### src/rtl/keypad_scan_ctrl.sv
// Scan controller for a 4x4 active-low matrix keypad: rotates the column drive, debounces
// press and release, and reports one key_valid pulse per accepted press.
module keypad_scan_ctrl #(
    parameter int SCAN_DIV  = 16,
    parameter int DB_CYCLES = 32
) (
    input  logic       clk,
    input  logic       reset,
    input  logic [3:0] rows_sync,
    output logic [3:0] cols,
    output logic       key_valid,
    output logic [3:0] key_code,
    output logic       key_held
);

    localparam int DW = $clog2(SCAN_DIV);
    localparam int CW = $clog2(DB_CYCLES);
    localparam logic [DW-1:0] DWELL_LAST = DW'(SCAN_DIV - 1);
    localparam logic [CW-1:0] DB_LAST    = CW'(DB_CYCLES - 1);

    typedef enum logic [1:0] {
        SCAN,
        DEBOUNCE,
        HELD,
        RELEASE
    } state_t;

    state_t          state;
    logic [1:0]      col_idx;
    logic [1:0]      row_idx;
    logic [DW-1:0]   dwell;
    logic [CW-1:0]   db_cnt;

    logic            any_low;
    logic [1:0]      low_row;
    logic            row_open;

    function automatic logic [3:0] col_drive(input logic [1:0] c);
        return ~(4'b0001 << c);
    endfunction

    // Priority encoder: scanning from the top down lets the lowest low row overwrite last.
    always_comb begin
        // NOTE: every combinational output gets a default first so no path can infer a latch.
        low_row = 2'd0;
        for (int r = 3; r >= 0; r--) begin
            if (!rows_sync[r]) low_row = 2'(r);
        end
        any_low  = ~&rows_sync;
        row_open = rows_sync[row_idx];
    end

    // NOTE: all state and outputs update with non-blocking assignments so every register
    // sees the pre-edge values of the others, independent of statement order.
    always_ff @(posedge clk) begin
        if (reset) begin
            state     <= SCAN;
            col_idx   <= 2'd0;
            row_idx   <= 2'd0;
            dwell     <= '0;
            db_cnt    <= '0;
            cols      <= 4'b1110;
            key_valid <= 1'b0;
            key_code  <= 4'h0;
            key_held  <= 1'b0;
        end else begin
            key_valid <= 1'b0;
            case (state)
                SCAN: begin
                    if (dwell == DWELL_LAST) begin
                        if (any_low) begin
                            row_idx <= low_row;
                            db_cnt  <= '0;
                            state   <= DEBOUNCE;
                        end else begin
                            col_idx <= col_idx + 2'd1;
                            cols    <= col_drive(col_idx + 2'd1);
                            dwell   <= '0;
                        end
                    end else begin
                        dwell <= dwell + 1'b1;
                    end
                end
                DEBOUNCE: begin
                    if (!row_open) begin
                        if (db_cnt == DB_LAST) begin
                            state     <= HELD;
                            key_valid <= 1'b1;
                            key_code  <= {row_idx, col_idx};
                            key_held  <= 1'b1;
                        end else begin
                            db_cnt <= db_cnt + 1'b1;
                        end
                    end else begin
                        // Bounce: resume scanning on the same column with a fresh dwell.
                        state <= SCAN;
                        dwell <= '0;
                    end
                end
                HELD: begin
                    if (row_open) begin
                        db_cnt <= '0;
                        state  <= RELEASE;
                    end
                end
                RELEASE: begin
                    if (row_open) begin
                        if (db_cnt == DB_LAST) begin
                            key_held <= 1'b0;
                            col_idx  <= col_idx + 2'd1;
                            cols     <= col_drive(col_idx + 2'd1);
                            dwell    <= '0;
                            state    <= SCAN;
                        end else begin
                            db_cnt <= db_cnt + 1'b1;
                        end
                    end else begin
                        state <= HELD;
                    end
                end
                default: state <= SCAN;
            endcase
        end
    end

endmodule

### config.mk
export PLATFORM = sky130hd
export DESIGN_NAME = keypad_scan_ctrl
export DESIGN_NICKNAME = d
export VERILOG_FILES = /design/src/rtl/keypad_scan_ctrl.sv
export SDC_FILE = /design/constraint.sdc
export NUM_CORES = 1
export LEC_CHECK = 0
export ABC_AREA = 1
export CAP_MARGIN = 20
export CORE_MARGIN = 2
export CORE_UTILIZATION = 55
export CTS_CLUSTER_SIZE = 25
export DETAILED_ROUTE_END_ITERATION = 10
export PLACE_DENSITY = 0.9
export SLEW_MARGIN = 40
export SYNTH_ARGS = -nofsm -noshare
export SYNTH_HDL_FRONTEND = slang
export SYNTH_SLANG_ARGS = --single-unit
### constraint.sdc
create_clock -name clk -period 2.1 [get_ports clk]
set_input_delay 0.42 -clock clk [delete_from_list [all_inputs] [get_ports clk]]
set_output_delay 0.42 -clock clk [all_outputs]
set_load 0.1 [all_outputs]
==> impl_metrics.ini <==
[status]
status = finished clean

[sta]
finalSetupTns_ns = 0
clock.fmax_mhz = 548
fin_skew_ns = 0.00228
slew_headroom_pct = 70.0
finalMaxSlewViolations = 0
tightestPinTransition_ns = 0.450
finalCriticalPeriod_ns = 1.82
finalHoldViolCount = 0
rsz0062_at_grt = no
setup_viol = 0
period_share_pct = 86.9

[cts]
cts-root-buf = clkbuf_4
htree_levels = 1
clk_latency_ns = 0.33
cts_setup_buffers = 0
cts_num_sinks = 25
cts_buffer_depth = 2
hold_buffers = 0
cts_buffers = 3
clk_pin_slew_ns = 0.14
cts_tree = done

[worst_setup_path]
path_depth = 10
cp-endpoint = cols[0]
slowest_delay_ns = 0.40
critical_path_buf_inv_count = 2
cp_data_required_time_ns = 2.38
worstPathMaxFanout = 12
crit_start = db_cnt[0]
worstSetupPathType = flop to flop
r2r_start = db_cnt[0]
r2r_end = cols[0]
r2r_slack_ns = 0.28
critPathSlowestCell = dfxtp_1
arrival_ns = 2.11
crit_chain = ha_1 > inv_1 > nor2_1 > ha_1 > nand2_1 > o22ai_2 > nand2_4 > o21ai_0 > inv_1 > nor2_1
crit_family = simple AND/OR/NAND/NOR gates
crit_path_end_kind = flop
cp-start-kind = flop
rr_worst_depth = 10

[routing]
drt_wl_total_um = 2940
drc = 0
routedWlPerCell_um = 12.9
firstDrtPassIters = 4
vias = 1245
ant_nets = 0
drt_iter0_markers = 27
drt-vias-per-instance = 5.48

[global_route]
grt_busiest_layer = met2
grt_pass1_vias = 1143
antenna_found_initial = 0
grt_pass1_wl_um = 4800
grtUsageTotal_pct = 22.8
grt_max_degree = 18
grt_use_met3_pct = 2.50
overflow = 0
grtUsageMet2_pct = 44.2
gr-usage-met1_pct = 24.4

[layout]
fillers = 214
multi_input_area_sq_um = 771
seqCellArea_sq_um = 500
drive_gt1_share_pct = 21.3
finalInstanceArea_sq_um = 1560
antenna_cells = 0
fin_nets = 212
area_growth_pct = 12.5

[power]
seqPwrFrac_pct = 64.0
p_int_uw = 571
clockPowerShare_pct = 29.6
irDropWorstVdd_uv = 396
pwr-share-comb_pct = 6.3
swShare_pct = 24.5
power.density_nw_per_um2 = 485
leakagePower_nw = 0.630
switching_power_uw = 186

[logic_synthesis]
yosys.area.top_type = dfxtp_1
netlist_top_cells_area = dfxtp_1 (36%), nand2_1 (8.7%), a21oi_1 (7.6%)
syn_area_per_cell_sq_um = 7.70
ys_seq_area_share_pct = 36.1
synth_area_sq_um = 1390
synth_cell_types = 28
yosysWarnings = 0
synth_fp_nets = 194
ys_ff_latch = 25
synth_top_cell_area_share_pct = 36.1
syn_inst = 180

[run]
drv_cap = 0

[placed_design]
placed_cell_area_sq_um = 1530
numPortBuffers = 15
gp_congestion = 0.841
hpwl_um = 2160

[floorplan]
die_h_um = 54.2
start_util_pct = 57.0
ios = 16
die_area_sq_um = 2940
core_area_sq_um = 2430
rows = 18
die_w_um = 54.2

[worst_hold_path]
hold_path.class = flop to flop
-- logic make-up after synthesis --
logic type / Yosys count / synth area share, %
buffers and inverters: 26 / 8.66
adders and majority gates: 8 / 7.22
xor gates and xnor gates: 1 / 0.632
AOI/OAI and AO/OA: 40 / 16.2
DFF: 25 / 36.1
and+or+nand+nor: 80 / 31.1
-- routing by layer --
layer  wire length, um  vias to the layer above
met4                56                        0
met2              1520                       23
met3                82                        7
met5                 0                        -
li1                  -                      625
met1              1270                      590
-- per-stage QoR --
stage / hold slack, ns / total power, mW / util, % / cells / setup slack (ns)
after global routing: 0.489 / 0.777 / 64.1 / 227 / 0.0413
after global placement: 0.449 / 0.539 / 62.8 / 223 / 0.264
after floorplan: 0.457 / 0.523 / - / 180 / 0.534
after CTS: 0.474 / 0.761 / 63.9 / 227 / 0.214
after detailed placement: 0.455 / 0.543 / 62.8 / 223 / 0.189
final: 0.470 / 0.757 / 64.1 / 227 / 0.275
-- worst min-delay path by stage --
stage | startpoint | end | cells past startpoint | slack, ns
3_5_place_dp | key_code[1] | key_code[1] | 2 | 0.45
6_report | key_code[1] | key_code[1] | 2 | 0.47
4_1_cts | key_code[0] | key_code[0] | 2 | 0.47
5_1_grt | key_code[0] | key_code[0] | 2 | 0.49
3_3_place_gp | key_code[2] | key_code[2] | 2 | 0.45
2_1_floorplan | dwell[3] | dwell[3] | 2 | 0.46
-- worst register-to-register path: stages, from the launching register on --
cell,delay (ns)
dfxtp_1,0.40
ha_1,0.15
inv_1,0.06
nor2_1,0.15
ha_1,0.20
nand2_1,0.13
o22ai_2,0.23
nand2_4,0.14
o21ai_0,0.18
inv_1,0.06
nor2_1,0.07
-- cells in the final DEF, fill, tap and decap left out, drive strengths merged --
cell type      instances
a21boi                 1
a21oi                 24
buf                   12
clkbuf                 3
clkdlybuf4s50          5
clkinv                 2
dfxtp                 25
ha                     8
inv                   21
nand2                 40
nand3                 15
nand4                  5
nor2                  17
nor3                   2
o21ai                 14
o22ai                  1
or2                    1
xor2                   1
-- power groups by stage --
stage | clock network, mW | registers [mW] | logic (mW)
after CTS | 0.228 | 0.485 | 0.0478
final | 0.224 | 0.485 | 0.0479
after global routing | 0.239 | 0.486 | 0.0522
after floorplan | 0 | 0.494 | 0.0289
after global placement | 0 | 0.495 | 0.0445
after detailed placement | 0 | 0.495 | 0.0474
-- state kept, by name, indices dropped and copies added, names as in the netlist, named ones only --
signal and flops:
key_held 1, cols 4, key_code 4, col_idx 2, db_cnt 5, key_valid 1
row_idx 2, state 1, dwell 4
-- synth_stat cells --
library cell,n
or2_2,1
nor3_1,2
nand3_1,12
clkbuf_1,1
xor2_1,1
nor2_1,11
nand2_4,4
a21oi_1,21
nand4_1,5
o21ai_0,7
a21boi_0,1
ha_1,8
a21oi_2,3
buf_6,1
clkinv_2,1
nand2_1,32
o22ai_2,1
nor2_2,1
buf_4,1
nor2_4,5
nand2_2,4
inv_1,19
o21ai_2,1
nand3_2,3
inv_2,2
clkbuf_8,1
o21ai_1,6
dfxtp_1,25
-- cell type report --
class | instances | area share, %
Multi-Input combinational cell | 129 | 49.4
Sequential cell | 25 | 32.1
Timing Repair Buffer | 17 | 8.98
Inverter | 22 | 5.37
Tap cell | 30 | 2.41
Clock buffer | 3 | 1.44
Clock inverter | 1 | 0.321
-- repair_timing --
| action | 4_1_cts | 5_1_grt |
|---|---|---|
| gates resized for setup | 0 | 1 |
| hold endpoints to repair | 0 | 0 |
| endpoints found under the setup margin | 0 | 2 |
Power figures use the tool's default switching activity.
